==> config.mk <==
export PLATFORM = sky130hd
export DESIGN_NAME = sqrt_iter
export DESIGN_NICKNAME = d
export VERILOG_FILES = /design/src/rtl/sqrt_pkg.sv /design/src/rtl/sqrt_step.sv /design/src/rtl/sqrt_iter.sv
export SDC_FILE = /design/constraint.sdc
export NUM_CORES = 1
export LEC_CHECK = 0
export ABC_AREA = 1
export CORE_ASPECT_RATIO = 1.5
export CORE_MARGIN = 2
export CORE_UTILIZATION = 35
export DETAILED_ROUTE_END_ITERATION = 10
export SLEW_MARGIN = 10
export SYNTH_ARGS = -nofsm -noshare
export SYNTH_HDL_FRONTEND = slang
export SYNTH_SLANG_ARGS = --single-unit
==> constraint.sdc <==
create_clock -name clk -period 4.4 [get_ports clk]
set_input_delay 0.66 -clock clk [delete_from_list [all_inputs] [get_ports clk]]
set_output_delay 0.66 -clock clk [all_outputs]
set_load 0.02 [all_outputs]
==> src/rtl/sqrt_pkg.sv <==
// Shared types and sizing helpers for the iterative square-root engine.
// Latency and handshake are defined by sqrt_iter; this file holds no logic.
package sqrt_pkg;

  typedef enum logic [1:0] {
    IDLE = 2'd0,
    CALC = 2'd1,
    FIN  = 2'd2,
    DONE = 2'd3
  } state_t;

  localparam int ROUND_FLOOR   = 0;
  localparam int ROUND_NEAREST = 1;

  // A zero bpc only happens in an illegal configuration; avoid dividing by it.
  function automatic int iter_count(input int width, input int bpc);
    return (bpc > 0) ? width / (2 * bpc) : 1;
  endfunction

  function automatic int rem_width(input int width);
    return width / 2 + 2;
  endfunction

endpackage

==> src/rtl/sqrt_step.sv <==
// One non-restoring square-root step: consumes two radicand bits, yields one root bit.
// Purely combinational; no handshake.
module sqrt_step #(
  parameter int QW = 32
) (
  input  logic [QW+1:0] rem_i,
  input  logic [QW-1:0] root_i,
  input  logic [1:0]    bits_i,
  output logic [QW+1:0] rem_o,
  output logic [QW-1:0] root_o
);

  localparam int RW = QW + 2;

  logic [RW-1:0] shifted;
  logic [RW-1:0] trial;
  logic          unused_rem_bit;

  // The true remainder always fits RW bits signed, so the bit shifted out
  // below the sign carries no information and the arithmetic wraps correctly.
  assign unused_rem_bit = rem_i[RW-2];

  always_comb begin
    shifted = {rem_i[RW-3:0], bits_i};
    trial   = {root_i, 2'b01};
    rem_o   = shifted - trial;
    if (rem_i[RW-1]) begin
      trial = {root_i, 2'b11};
      rem_o = shifted + trial;
    end
    root_o = QW'({root_i, ~rem_o[RW-1]});
  end

endmodule

==> src/rtl/sqrt_iter.sv <==
// Iterative integer square root, BPC root bits per cycle, floor or round-to-nearest.
// ready rises ITER+1 edges after an accepted start and holds until the next accepted start.
module sqrt_iter
  import sqrt_pkg::*;
#(
  parameter int WIDTH = 64,
  parameter int BPC   = 1,
  parameter int ROUND = 0
) (
  input  logic             clk,
  input  logic             rst,
  input  logic             start,
  input  logic [WIDTH-1:0] num,
  output logic             ready,
  output logic             busy,
  output logic [WIDTH-1:0] out,
  output logic [WIDTH/2:0] rem
);

  localparam int QW   = WIDTH / 2;
  localparam int OW   = QW + 1;
  localparam int RW   = rem_width(WIDTH);
  localparam int ITER = iter_count(WIDTH, BPC);
  localparam int CW   = $clog2(ITER + 1);

  if ((WIDTH % 2) != 0 || WIDTH < 4) begin : g_bad_width
    $error("sqrt_iter: WIDTH must be even and at least 4");
  end
  if (BPC < 1 || (QW % BPC) != 0) begin : g_bad_bpc
    $error("sqrt_iter: BPC must divide WIDTH/2");
  end

  state_t           state_q, state_d;
  logic [WIDTH-1:0] rad_q, rad_d;
  logic [RW-1:0]    prem_q, prem_d;
  logic [QW-1:0]    root_q, root_d;
  logic [CW-1:0]    cnt_q, cnt_d;
  logic [WIDTH-1:0] out_q, out_d;
  logic [QW:0]      rem_q, rem_d;
  logic             ready_q, ready_d;
  logic             busy_q, busy_d;

  logic [RW-1:0]    rem_ch  [BPC+1];
  logic [QW-1:0]    root_ch [BPC+1];

  logic [RW-1:0]    rem_fix;
  logic             round_up;
  logic [OW-1:0]    rounded;

  assign rem_ch[0]  = prem_q;
  assign root_ch[0] = root_q;

  for (genvar k = 0; k < BPC; k++) begin : g_step
    sqrt_step #(
      .QW (QW)
    ) u_step (
      .rem_i  (rem_ch[k]),
      .root_i (root_ch[k]),
      .bits_i (rad_q[WIDTH-1-2*k -: 2]),
      .rem_o  (rem_ch[k+1]),
      .root_o (root_ch[k+1])
    );
  end

  // Final correction: a negative partial remainder is restored by adding 2*root+1.
  always_comb begin
    rem_fix  = prem_q;
    if (prem_q[RW-1]) begin
      rem_fix = prem_q + RW'({root_q, 1'b1});
    end
    round_up = (ROUND == ROUND_NEAREST) && (rem_fix > RW'(root_q));
    rounded  = {1'b0, root_q} + OW'(round_up);
  end

  always_comb begin
    state_d = state_q;
    rad_d   = rad_q;
    prem_d  = prem_q;
    root_d  = root_q;
    cnt_d   = cnt_q;
    out_d   = out_q;
    rem_d   = rem_q;
    ready_d = ready_q;
    busy_d  = busy_q;
    case (state_q)
      IDLE, DONE: begin
        if (start) begin
          rad_d   = num;
          prem_d  = '0;
          root_d  = '0;
          cnt_d   = CW'(ITER);
          busy_d  = 1'b1;
          ready_d = 1'b0;
          state_d = CALC;
        end
      end
      CALC: begin
        rad_d  = rad_q << (2 * BPC);
        prem_d = rem_ch[BPC];
        root_d = root_ch[BPC];
        cnt_d  = cnt_q - CW'(1);
        if (cnt_q == CW'(1)) begin
          state_d = FIN;
        end
      end
      FIN: begin
        out_d   = WIDTH'(rounded);
        rem_d   = rem_fix[QW:0];
        ready_d = 1'b1;
        busy_d  = 1'b0;
        state_d = DONE;
      end
      default: begin
        state_d = IDLE;
      end
    endcase
  end

  always_ff @(posedge clk) begin
    if (!rst) begin
      state_q <= IDLE;
      rad_q   <= '0;
      prem_q  <= '0;
      root_q  <= '0;
      cnt_q   <= '0;
      out_q   <= '0;
      rem_q   <= '0;
      ready_q <= 1'b0;
      busy_q  <= 1'b0;
    end else begin
      state_q <= state_d;
      rad_q   <= rad_d;
      prem_q  <= prem_d;
      root_q  <= root_d;
      cnt_q   <= cnt_d;
      out_q   <= out_d;
      rem_q   <= rem_d;
      ready_q <= ready_d;
      busy_q  <= busy_d;
    end
  end

  assign ready = ready_q;
  assign busy  = busy_q;
  assign out   = out_q;
  assign rem   = rem_q;

endmodule
==> metrics.cfg <==
[status]
outcome=finished, final reports clean

[timing]
finalCritPeriodShare_pct=61.91
worst_slew_pin_slew_ns=1.106
timing.fmax_mhz=367.1
drv_slew=0
setup_ws_ns=1.676
fin_tns_setup_ns=0
clock-skew-final_ns=0.01756
period_needed_ns=2.724
hold_violations=0
rsz0062_at_grt=no
maxSlewHeadroom_pct=26.26
setup_viol=0

[synth]
postSynthAreaPerCell_um2=6.260
syn-instance-count=2091
synth_common_cells=nand2_1 (681), inv_1 (225), nor2_1 (206), dfxtp_1 (205), a21oi_1 (170)
synth_compound_area_share_pct=16.38
synth_mux_area_share_pct=0
yosys.area_share.simple_pct=30.93
yosys_warnings=0
synthArstFlopShare_pct=0
yosysTopAreaCellShare_pct=31.35
synth.ff_latch_count=205
synth-main-ff-cell=dfxtp_1
seq_area_frac_synth_pct=31.35
syn-cell-area_um2=13090
synth_edf_count=0
synth_most_common_cell=nand2_1
synth_xor_area_share_pct=3.547
synthAdderAreaFrac_pct=6.653
synth.distinct_cells=38
synth.area.top_cells=dfxtp_1 (31%), nand2_1 (20%), a21oi_1 (6.5%)
synth_top_family_by_area=simple AND/OR/NAND/NOR gates
yosysTopAreaCell=dfxtp_1

[floorplan]
start_util_pct=35.57
ioPinCount=166
core-area_um2=36800
rows=86
die_x_um=161.9
die-area_um2=38990
fp.dieH_um=240.8

[setup_path]
crit_required_ns=4.78
cp_max_fo=37
arrival_ns=3.10
start_kind=register
rrSetupSlack_ns=1.68
crit_type=reg -> reg
r2r-start=prem_q[33]
cp-end-kind=register
r2r_cells=13
regToRegEndpoint=prem_q[22]

[clocking]
clkLatencyLatePin_ns=0.55
cts.clk_slew.worst_paths_ns=0.06
h-tree-depth=1
cts_hold_buf=0
cts_tree=yes
max-clock-path-buffers=3
clock-root-buffer=clkbuf_16
ctsResizeCount=0
cts_buffers=23
cts_setup_buffers=0
cts.sinks=205

[routing]
drt_wl_total_um=41880
num_vias=13230
ant_nets=0
via_per_inst=4.949
detail_route.iter0.violations=709
firstDrtPassIters=5
drc=0
wl_per_cell_um=15.67

[pwr]
power_density_nw_per_um2=875.0
ir_drop_mv=0.4066
p_leak_nw=7.059

[grt]
grt_first_pass_wirelength_um=65820
grt_max_degree=107
first_global_vias=12790
grtUsageTotal_pct=21.15
grt_overflow_total=0
antenna_found_initial=0

[place]
place_ws_ns=1.606
gp_congestion=0.8964
hpwl_um=31830
port_buffers=133

[final_layout]
layout.nets=2310
fill_cells=3973
drive_above_1_share_pct=3.198
antenna_cells=0
areaGrowthSynthToFinish_pct=17.78

[min_path]
holdCritPathClass=reg -> reg
holdPathEnd=rad_q[3]
min-delay-start=rad_q[1]
min_path_cells=2

[run]
cap_violations=0

stage by stage:
step / total power, W / hold slack, ns / std cells / instance area (µm²) / util [%]
4_1_cts: 0.01355 / 0.4650 / 2673 / 15420 / 41.89
5_1_grt: 0.01484 / 0.4831 / 2673 / 15420 / 41.89
3_3_place_gp: 0.01149 / 0.4524 / 2633 / 14670 / 39.87
6_report: 0.01349 / 0.4597 / 2673 / 15420 / 41.89
2_1_floorplan: 0.009186 / 0.4403 / 2122 / 13210 / -
3_5_place_dp: 0.01154 / 0.4570 / 2633 / 14670 / 39.87
cells by family (layout without fill, tap and decap cells):
kind of cell             count (synthesis)  in the layout
AND/OR/NAND/NOR                       1018           1018
AO/OA/AOI/OAI                          398            398
buffers and inverters                  347            414
flip-flops                             205            205
adder cells (fa/ha/maj)                 69             69
XOR/XNOR                                53             53
other                                    1             32
sequential cells by signal, summed over array words and instances (netlist names):
register  count
rad_q        64
out          32
state_q       2
ready         1
busy          1
root_q       32
rem          33
cnt_q         6
prem_q       34
cells in the final DEF (no fill, tap or decap), types with 2 or more instances in the layout:
master / synthesis / layout
inv_1: 225 / 224
and2_1: 2 / 2
nand2_2: 2 / 2
or2_2: 9 / 9
o21ai_0: 140 / 140
clkinv_2: 0 / 5
dfxtp_1: 205 / 204
o21a_1: 4 / 4
nor2_1: 206 / 206
clkbuf_8: 0 / 2
a21oi_1: 170 / 170
buf_12: 0 / 2
ha_1: 68 / 67
clkbuf_16: 0 / 23
clkbuf_1: 54 / 5
buf_4: 33 / 11
o21bai_1: 8 / 8
bufinv_16: 0 / 2
nand2_1: 681 / 681
clkdlybuf4s50_1: 0 / 132
nor3_1: 12 / 12
inv_2: 3 / 4
xor2_1: 16 / 16
a31oi_1: 62 / 62
o211ai_1: 5 / 5
conb_1: 1 / 32
nand3b_1: 8 / 8
nand4_1: 3 / 3
a21o_1: 2 / 2
nand3_1: 91 / 91
xnor2_1: 37 / 37
o22ai_1: 2 / 2
report_power, final:
| group | switching (W) | total [W] | leakage (nW) | internal [W] |
|---|---|---|---|---|
| clock | 0.000815 | 0.00193 | 0.366 | 0.00112 |
| sequential | 0.000589 | 0.00306 | 1.68 | 0.00247 |
| combinational | 0.00567 | 0.00850 | 5.02 | 0.00283 |
critical path, stage by stage (launching register included):
cell and delay (ns):
dfxtp_4 0.75, xnor2_1 0.25, ha_1 0.44, nand3_1 0.10, nand2_1 0.16, nand2_1 0.07
nand2_1 0.12, nand3_1 0.08, nand2_1 0.18, nand2_1 0.12, nand2_1 0.07, nand2_1 0.04
nand3_1 0.08, a21oi_1 0.06
routing by layer:
metal	track usage, %	vias up	share of wire (%)
li1	-	6790	-
met1	22.27	6024	38
met2	41.44	330	53
met3	2.887	84	4.6
met4	9.118	0	4.2
met5	0	-	0
worst max-delay path by stage:
stage / start / to / slack [ns]
2_1_floorplan: prem_q[33] / prem_q[13] / 1.91
3_3_place_gp: start / cnt_q[4] / 1.64
3_5_place_dp: start / cnt_q[4] / 1.61
4_1_cts: prem_q[33] / prem_q[22] / 1.66
5_1_grt: prem_q[33] / prem_q[33] / 1.42
6_report: prem_q[33] / prem_q[22] / 1.68
final cells by class:
| type | instances | area, µm² | share of cell area (%) |
|---|---|---|---|
| clock buffers | 30 | 621.8 | 4.034 |
| clock inverters | 10 | 121.4 | 0.7873 |
| inverters | 228 | 855.8 | 5.552 |
| multi-input cells | 1570 | 7655 | 49.66 |
| flip-flops and latches | 205 | 4108 | 26.65 |
| well taps | 484 | 605.6 | 3.928 |
| repair buffers | 146 | 1449 | 9.399 |
Power figures use the tool's default switching activity.
